`src/rtl/decode_issue_stage_pkg.sv`:
```
// Shared types for the decode/issue stage.
//   reg_id_t      : register index, wide enough for up to 256 GPRs
//   score_entry_t : one scoreboard slot {valid, rd}
//   CTRL_NOP      : control word loaded on a bubble; sliced to CTRL_W by users
package decode_issue_stage_pkg;
  localparam int REG_ID_W   = 8;
  localparam int CTRL_W_MAX = 64;

  typedef logic [REG_ID_W-1:0] reg_id_t;

  typedef struct packed {
    logic    valid;
    reg_id_t rd;
  } score_entry_t;

  localparam logic [CTRL_W_MAX-1:0] CTRL_NOP = '0;
endpackage

```
`src/rtl/hazard_scoreboard.sv`:
```
// Shift-register scoreboard of pending register writes.
// Ports:
//   clk, rst_n              clock, async active-low reset
//   shift                   pipeline advances; entries move one slot down
//   insert_valid, insert_rd entry written into slot 0 on shift
//   clear_head              invalidate slot 0 (squash of the out register)
//   rs1, rs2                source indices to look up
//   rs1_match, rs2_match    some valid entry targets rs1 / rs2
module hazard_scoreboard
  import decode_issue_stage_pkg::*;
#(
  parameter int HAZ_DEPTH = 3,
  parameter int RW        = 5
) (
  input  logic          clk,
  input  logic          rst_n,
  input  logic          shift,
  input  logic          insert_valid,
  input  logic [RW-1:0] insert_rd,
  input  logic          clear_head,
  input  logic [RW-1:0] rs1,
  input  logic [RW-1:0] rs2,
  output logic          rs1_match,
  output logic          rs2_match
);
  score_entry_t sb [HAZ_DEPTH];

  always_ff @(posedge clk or negedge rst_n) begin
    if (!rst_n) begin
      for (int k = 0; k < HAZ_DEPTH; k++) sb[k] <= '0;
    end else if (shift) begin
      for (int k = 1; k < HAZ_DEPTH; k++) sb[k] <= sb[k-1];
      sb[0].valid <= insert_valid & ~clear_head;
      sb[0].rd    <= REG_ID_W'(insert_rd);
    end else if (clear_head) begin
      sb[0].valid <= 1'b0;
    end
  end

  always_comb begin
    rs1_match = 1'b0;
    rs2_match = 1'b0;
    for (int k = 0; k < HAZ_DEPTH; k++) begin
      if (sb[k].valid && sb[k].rd == REG_ID_W'(rs1)) rs1_match = 1'b1;
      if (sb[k].valid && sb[k].rd == REG_ID_W'(rs2)) rs2_match = 1'b1;
    end
  end
endmodule

```
`src/rtl/decode_issue_stage.sv`:
```
// Decode/issue stage: holds decoded instructions back on RAW hazards
// against in-flight writes and for a fixed shadow after branches, and
// registers the issued instruction for execute.
// Ports:
//   clk, rst_n                       clock, async active-low reset
//   in_valid/in_ready                decoded-instruction handshake
//   in_pc, in_rs1/2, in_rd, flags    decoded instruction fields
//   in_ctrl                          opaque ALU/memory control word
//   rs1_val, rs2_val                 register-file read data
//   flush                            squash from execute
//   out_ready                        downstream advances
//   out_*                            registered issued instruction
//   stall_out, stall_count           stall indication and saturating count
module decode_issue_stage
  import decode_issue_stage_pkg::*;
#(
  parameter int  XLEN      = 32,
  parameter int  NREG      = 32,
  parameter int  CTRL_W    = 24,
  parameter int  HAZ_DEPTH = 3,
  parameter int  BR_SHADOW = 2,
  localparam int RW        = $clog2(NREG)
) (
  input  logic              clk,
  input  logic              rst_n,
  input  logic              in_valid,
  output logic              in_ready,
  input  logic [XLEN-1:0]   in_pc,
  input  logic [RW-1:0]     in_rs1,
  input  logic [RW-1:0]     in_rs2,
  input  logic [RW-1:0]     in_rd,
  input  logic              in_uses_rs1,
  input  logic              in_uses_rs2,
  input  logic              in_reg_write,
  input  logic              in_is_branch,
  input  logic [CTRL_W-1:0] in_ctrl,
  input  logic [XLEN-1:0]   rs1_val,
  input  logic [XLEN-1:0]   rs2_val,
  input  logic              flush,
  input  logic              out_ready,
  output logic              out_valid,
  output logic [XLEN-1:0]   out_pc,
  output logic [XLEN-1:0]   out_rs1_val,
  output logic [XLEN-1:0]   out_rs2_val,
  output logic [RW-1:0]     out_rd,
  output logic              out_reg_write,
  output logic [CTRL_W-1:0] out_ctrl,
  output logic              stall_out,
  output logic [15:0]       stall_count
);
  logic       advance, issue, hazard, stall_evt;
  logic       rs1_hit, rs2_hit;
  logic [2:0] shadow_cnt;

  hazard_scoreboard #(.HAZ_DEPTH(HAZ_DEPTH), .RW(RW)) u_sb (
    .clk          (clk),
    .rst_n        (rst_n),
    .shift        (advance),
    .insert_valid (issue & in_reg_write & (in_rd != '0)),
    .insert_rd    (in_rd),
    .clear_head   (flush),
    .rs1          (in_rs1),
    .rs2          (in_rs2),
    .rs1_match    (rs1_hit),
    .rs2_match    (rs2_hit)
  );

  assign advance   = out_ready;
  // x0 reads never depend on anything, whatever the scoreboard holds.
  assign hazard    = (in_uses_rs1 & (in_rs1 != '0) & rs1_hit)
                   | (in_uses_rs2 & (in_rs2 != '0) & rs2_hit);
  assign in_ready  = rst_n & out_ready & ~flush & ~hazard & (shadow_cnt == 3'd0);
  assign issue     = in_valid & in_ready;
  assign stall_evt = in_valid & out_ready & ~flush & (hazard | (shadow_cnt != 3'd0));

  always_ff @(posedge clk or negedge rst_n) begin
    if (!rst_n) begin
      out_valid     <= 1'b0;
      out_pc        <= '0;
      out_rs1_val   <= '0;
      out_rs2_val   <= '0;
      out_rd        <= '0;
      out_reg_write <= 1'b0;
      out_ctrl      <= '0;
      shadow_cnt    <= 3'd0;
    end else if (flush) begin
      out_valid     <= 1'b0;
      out_reg_write <= 1'b0;
      out_ctrl      <= CTRL_NOP[CTRL_W-1:0];
      shadow_cnt    <= 3'd0;
    end else if (advance) begin
      if (issue) begin
        out_valid     <= 1'b1;
        out_pc        <= in_pc;
        out_rs1_val   <= rs1_val;
        out_rs2_val   <= rs2_val;
        out_rd        <= in_rd;
        out_reg_write <= in_reg_write;
        out_ctrl      <= in_ctrl;
        // Issue implies the shadow is already empty, so only a branch reloads it.
        if (in_is_branch) shadow_cnt <= 3'(BR_SHADOW);
      end else begin
        out_valid     <= 1'b0;
        out_reg_write <= 1'b0;
        out_ctrl      <= CTRL_NOP[CTRL_W-1:0];
        if (shadow_cnt != 3'd0) shadow_cnt <= shadow_cnt - 3'd1;
      end
    end
  end

  always_ff @(posedge clk or negedge rst_n) begin
    if (!rst_n) begin
      stall_out   <= 1'b0;
      stall_count <= 16'd0;
    end else begin
      stall_out <= stall_evt;
      if (stall_evt && stall_count != 16'hFFFF) stall_count <= stall_count + 16'd1;
    end
  end
endmodule

```
`config.mk`:
```
export PLATFORM = sky130hd
export DESIGN_NAME = decode_issue_stage
export DESIGN_NICKNAME = d
export VERILOG_FILES = /design/src/rtl/decode_issue_stage_pkg.sv /design/src/rtl/hazard_scoreboard.sv /design/src/rtl/decode_issue_stage.sv
export SDC_FILE = /design/constraint.sdc
export NUM_CORES = 1
export LEC_CHECK = 0
export BUFFER_PORTS_ARGS = -buffer_cell sky130_fd_sc_hd__buf_2
export CAP_MARGIN = 20
export CORE_ASPECT_RATIO = 0.8
export CORE_MARGIN = 5
export CORE_UTILIZATION = 49
export CTS_BUF_LIST = sky130_fd_sc_hd__clkbuf_2 sky130_fd_sc_hd__clkbuf_4 sky130_fd_sc_hd__clkbuf_8
export CTS_CLUSTER_SIZE = 14
export DETAILED_ROUTE_END_ITERATION = 10
export MAX_ROUTING_LAYER = met4
export PLACE_DENSITY = 0.91
export SLEW_MARGIN = 20
export SYNTH_ARGS = -nofsm -noshare
export SYNTH_HDL_FRONTEND = slang
export SYNTH_SLANG_ARGS = --single-unit
```
`constraint.sdc`:
```
create_clock -name clk -period 2.6 [get_ports clk]
set_input_delay 0.26 -clock clk [delete_from_list [all_inputs] [get_ports clk]]
set_output_delay 0.26 -clock clk [all_outputs]
set_load 0.01 [all_outputs]
```
==> impl_metrics.ini, run 1 <==
[synthesis]
yosysMostFrequentCell = nand2_1
synth_cell_type_count = 34
ys_seq_elements = 165
synthCells = 677
synth_area_leader_cell = dfrtp_1
yosys-top-cells-count = 311 x nand2_1, 165 x dfrtp_1, 36 x xor2_1, 25 x a22o_1, 17 x mux2_2
ys.warnings.count = 0
synth_area_leaders = dfrtp_1 61%, nand2_1 17%, xor2_1 4.6%, a22o_1 3.2%, mux2_2 2.8%
synth_nets = 824
synth-main-ff-cell = dfrtp_1
synth-edff-count = 0
yosysTopAreaCellShare_pct = 60.7
async_flop_share_pct = 100
synth_area_mm2 = 0.00680
synth_area_per_cell_um2 = 10.0
yosysSeqAreaShare_pct = 60.7

[sta]
finalCritPeriodShare_pct = 91.5
tightest_slew_ns = 0.773
rsz0062_at_grt = no
max_freq_mhz = 421
slew_headroom_pct = 48.5
tns_ns = 0
setup_viol = 0
worst_slack_ns = 0.222
finalHoldViolations = 0
slew_violations = 0
skew_ns = 0.0151
final.min_clock_period_ns = 2.38

[clock_network]
post_cts_buffers = 0
clk_latency_ns = 0.44
numClockSinks = 165
clk_path_buf_depth = 2
cts_buffers = 17
cts_max_level = 4
cts_tree = built
root_buffer = clkbuf_8
clk_pin_slew_worst_paths_ns = 0.09

[place]
portBuffers = 288
dp_hpwl_um = 13600
globalplace.congestion = 0.862
post-place-ws_ns = 0.323

[finish]
nFillCells = 917
multiInputGateArea_mm2 = 0.00250
drive_above_1_share_pct = 34.7
area.sequential_mm2 = 0.00413
n_antenna_cell = 0
final_util_pct = 69.6
syn2layout_area_growth_pct = 39.2
nets = 1167

[power]
powerDensity_mw_per_mm2 = 925
p_total_mw = 8.76
ir_drop_mv = 0.580
p_leak_nw = 5.30

[grt]
gr-usage-all-layers_pct = 25.5
grt_max_degree = 66
antenna_found_initial = 0
grt-ovfl-total = 0
grt_pass1_vias = 6284
grt_pass1_wl_um = 31600

[worst_setup_path]
path_max_fanout = 5
r2r_slack_ns = 0.26
reg2regPathDepth = 7
path_class = reg2out
rr_startpoint = u_sb.sb[9]$_DFFE_PN0P_
critical_path.endpoint = in_ready
r2r-end = stall_count[12]$_DFFE_PN0P_
critPathLaunch = u_sb.sb[9]$_DFFE_PN0P_
required_ns = 2.34
start_kind = flip-flop
crit_arrival_ns = 2.12
crit_path_end_kind = primary output

[floorplan]
core_region_area_mm2 = 0.0136
ios = 289
die_x_um = 142
start_util_pct = 50.0
std_cell_rows = 38
die_area_mm2 = 0.0164
die_h_um = 115

[route]
firstDrtPassIters = 6
vias_per_cell = 5.08
vias = 6161
wl_um = 20500
antenna_left = 0
wl_per_cell_um = 16.9
drtIter0Drc = 334
drc_errors = 0

[run_status]
status = finished, final reports clean

[job]
maxCapViolations = 0

[hold_path]
worst_hold_path_type = in2reg
-- power by group --
group | leakage [nW] | total [mW] | internal [mW] | switching, mW
Sequential | 2.11 | 3.94 | 3.42 | 0.520
Clock | 0.220 | 1.95 | 1.06 | 0.896
Combinational | 2.97 | 2.87 | 1.19 | 1.68
-- per-stage QoR --
| step | std cells | hold WS (ns) | cell area, µm² |
|---|---|---|---|
| floorplan | 677 | -0.0356 | 6800 |
| global placement | 1124 | 0.199 | 8470 |
| detailed placement | 1124 | 0.199 | 8470 |
| CTS | 1209 | 0.0000264 | 9430 |
| global route | 1212 | 0.00530 | 9470 |
| finish | 1212 | 0.0204 | 9470 |
-- what timing repair did --
item	in CTS	in global routing
hold buffers	54	3
gates resized for setup	0	1
setup endpoints to repair	0	1
endpoints found under the hold margin	92	3
-- worst min path at each step --
stage          cells after the start                     endpoint  slack [ns]         from
4_1_cts                            3   out_rs2_val[4]$_DFFE_PN0P_     0.00003   rs2_val[4]
5_1_grt                            3  out_rs2_val[17]$_DFFE_PN0P_       0.005  rs2_val[17]
6_report                           3       out_pc[28]$_DFFE_PN0P_        0.02    in_pc[28]
3_5_place_dp                       1       u_sb.sb[2]$_DFFE_PN0P_        0.20        rst_n
3_3_place_gp                       1       u_sb.sb[2]$_DFFE_PN0P_        0.20        rst_n
2_1_floorplan                      0      out_ctrl[0]$_DFFE_PN0P_       -0.04        rst_n
-- worst max-delay path, cell delays in order, from the launching register on --
cell and delay [ns]:
dfrtp_1 0.44, xor2_1 0.18, nor4_1 0.34, nand3_1 0.13, a31o_1 0.27, nand4_1 0.12, nor3_1 0.05, buf_2 0.14
-- layout by cell type (no fill, tap or decap), types with 2 or more instances in the layout --
master,instances
a22o_1,25
a32o_1,2
and3_1,4
and3_4,2
buf_12,4
buf_2,287
buf_4,8
bufinv_16,3
clkbuf_4,3
clkbuf_8,20
clkinv_2,3
dfrtp_1,165
dlygate4sd3_1,57
ha_1,3
inv_1,9
mux2_1,2
mux2_2,17
nand2_1,311
nand3_1,12
nand4_1,3
nor2_1,7
nor3_1,7
nor3b_1,2
nor4_1,7
nor4_2,5
nor4b_1,2
o21ai_0,2
o31ai_1,3
or4_1,2
xnor2_1,8
xor2_1,36
-- routing by layer --
layer	vias up	GRT usage (%)	share of wire [%]
li1	2866	-	-
met3	39	7.40	9.1
met1	2957	30.1	39
met4	0	8.06	2.4
met2	299	42.5	50
met5	-	-	0
-- kinds of logic (layout without fill, tap and decap cells) --
kind of cell    count (synthesis)  count (layout)  synth area share, %
simple gates                  369             369                 22.5
xor+xnor                       44              44                 5.66
fa+ha+maj                       3               3                0.552
buf+inv                        42             397                 2.98
mux                            19              19                 3.15
compound gates                 35              35                 4.41
flops                         165             165                 60.7
-- state kept, by name (all words and copies together) (netlist names) --
signal / count
out_pc: 32
out_rs1_val: 32
out_rs2_val: 32
out_ctrl: 24
u_sb.sb: 18
stall_count: 16
out_rd: 5
shadow_cnt: 3
out_reg_write: 1
out_valid: 1
stall_out: 1
-- cell type report --
type,count,area share (%)
Sequential cell,165,43.6
Clock inverter,8,1.30
Tap cell,180,2.38
Timing Repair Buffer,357,22.8
Inverter,9,0.357
Clock buffer,23,3.15
Multi-Input combinational cell,470,26.4
Note: power is estimated with default switching activity, not from simulation.
==> run 2, diff against run 1 <==
--- a/config.mk
+++ b/config.mk
@@ -15,6 +15,7 @@
 export DETAILED_ROUTE_END_ITERATION = 10
 export MAX_ROUTING_LAYER = met4
 export PLACE_DENSITY = 0.91
+export REMOVE_ABC_BUFFERS = 1
 export SLEW_MARGIN = 20
 export SYNTH_ARGS = -nofsm -noshare
 export SYNTH_HDL_FRONTEND = slang
==> impl_metrics.ini, run 2 (synthesized netlist as in run 1, its figures left out) <==
[grt]
grt-ovfl-total = 0
grt_max_degree = 126
gr-usage-all-layers_pct = 26.3
grt_pass1_wl_um = 32600
grt_pass1_vias = 6439
antenna_found_initial = 2

[sta]
slew_headroom_pct = 56.5
worst_slack_ns = 0.131
skew_ns = 0.0162
max_freq_mhz = 405
rsz0062_at_grt = no
final.min_clock_period_ns = 2.47
tightest_slew_ns = 0.652
slew_violations = 0
whs_ns = 0.0327
finalCritPeriodShare_pct = 94.9
finalHoldViolations = 0
setup_viol = 0

[power]
ir_drop_mv = 0.613
powerDensity_mw_per_mm2 = 908
p_total_mw = 8.68
p_leak_nw = 5.32

[floorplan]
core_region_area_mm2 = 0.0136
die_x_um = 142
ios = 289
std_cell_rows = 38
die_area_mm2 = 0.0164
die_h_um = 115
start_util_pct = 50.0

[place]
dp_hpwl_um = 13300
globalplace.congestion = 0.945
post-place-ws_ns = 0.328
portBuffers = 288
placed_cells = 1121

[worst_setup_path]
path_class = reg2out
r2r-end = stall_count[12]$_DFFE_PN0P_
worst-path-buf-inv = 1
critical_path.endpoint = in_ready
crit_arrival_ns = 2.21
r2r_slack_ns = 0.30
path_cells = xor2_1, nor4_1, and3_1, o31ai_4, nand4_1, nor3_1, buf_2
start_kind = flip-flop
path_delay_family = simple AND/OR/NAND/NOR gates
required_ns = 2.34
reg2regPathDepth = 7
critPathLaunch = u_sb.sb[9]$_DFFE_PN0P_
crit_slowest_cell = dfrtp_1
path_max_fanout = 5
crit_cells = 7
rr_startpoint = u_sb.sb[20]$_DFFE_PN0P_
crit_path_max_incr_delay_ns = 0.43
crit_path_end_kind = primary output

[route]
vias = 6259
wl_um = 20700
vias_per_cell = 5.12
drc_errors = 0
firstDrtPassIters = 5
drtIter0Drc = 346
antenna_left = 0
wl_per_cell_um = 16.9

[clock_network]
cts_max_level = 4
clk_latency_ns = 0.43
clk_path_buf_depth = 2
cts_tree = built
numClockSinks = 165
cts_buffers = 17
clk_pin_slew_worst_paths_ns = 0.08
root_buffer = clkbuf_8

[hold_path]
min_path_cells = 3
worst_hold_path_type = in2reg

[finish]
nets = 1176
final_util_pct = 70.3
final_common_cell = nand2_1
nFillCells = 899
syn2layout_area_growth_pct = 40.5
drive_above_1_share_pct = 34.1
final_cells = 1223
layout_common_cells = 311 x nand2_1, 287 x buf_2, 165 x dfrtp_1, 69 x dlygate4sd3_1, 36 x xor2_1
top_regs = out_pc: 32 flops, out_rs1_val: 32 flops, out_rs2_val: 32 flops

[run_status]
status = finished, final reports clean

[job]
maxCapViolations = 0
==> run 2: timing repair <==
| action | CTS | global route |
|---|---|---|
| endpoints found under the hold margin | 108 | 0 |
| setup buffers | 0 | 0 |
| resized for setup | 0 | 1 |
| hold buffers | 69 | 0 |
| setup endpoints to repair | 0 | 1 |
==> run 2: layout make-up <==
type	instances	area (µm²)	area share, %
multi-input cells	470	2500	26.2
well taps	180	225	2.36
clock buffers	21	277	2.89
diodes	2	5.00	0.0524
repair buffers	366	2270	23.7
flip-flops and latches	165	4130	43.2
inverters	9	33.8	0.353
clock inverters	10	120	1.26
==> run 2: metrics by stage <==
step	area (µm²)	TNS, ns
5_1_grt	9560	0
2_1_floorplan	6630	-138.68
4_1_cts	9540	0
3_5_place_dp	8460	0
6_report	9560	0
3_3_place_gp	8460	0
==> run 2: worst register-to-register path: stages, from the launching register on <==
cell and delay, ns:
dfrtp_1 0.43, xor2_1 0.18, nor4_1 0.28, nand3_1 0.11, a31o_1 0.30, and3_4 0.27, nor3_1 0.24, mux2_1 0.35
==> run 2: where the power goes <==
part	internal [mW]	switching, mW
clock	0.931	0.907
combinational	1.20	1.70
sequential	3.42	0.535
total	5.54	3.14
==> run 2: worst min-delay path by stage <==
stage	start	to
6_report	in_pc[28]	out_pc[28]$_DFFE_PN0P_
5_1_grt	rs2_val[13]	out_rs2_val[13]$_DFFE_PN0P_
4_1_cts	rs2_val[13]	out_rs2_val[13]$_DFFE_PN0P_
3_5_place_dp	rst_n	stall_count[12]$_DFFE_PN0P_
3_3_place_gp	rst_n	stall_count[12]$_DFFE_PN0P_
2_1_floorplan	rst_n	out_ctrl[0]$_DFFE_PN0P_
==> run 2: metal layers <==
metal / wire length (µm) / GRT usage, % / vias to the layer above
li1: - / - / 2885
met1: 8180 / 32.3 / 3007
met2: 10200 / 42.5 / 322
met3: 1830 / 6.28 / 45
met4: 508 / 9.97 / 0
met5: 0 / - / -
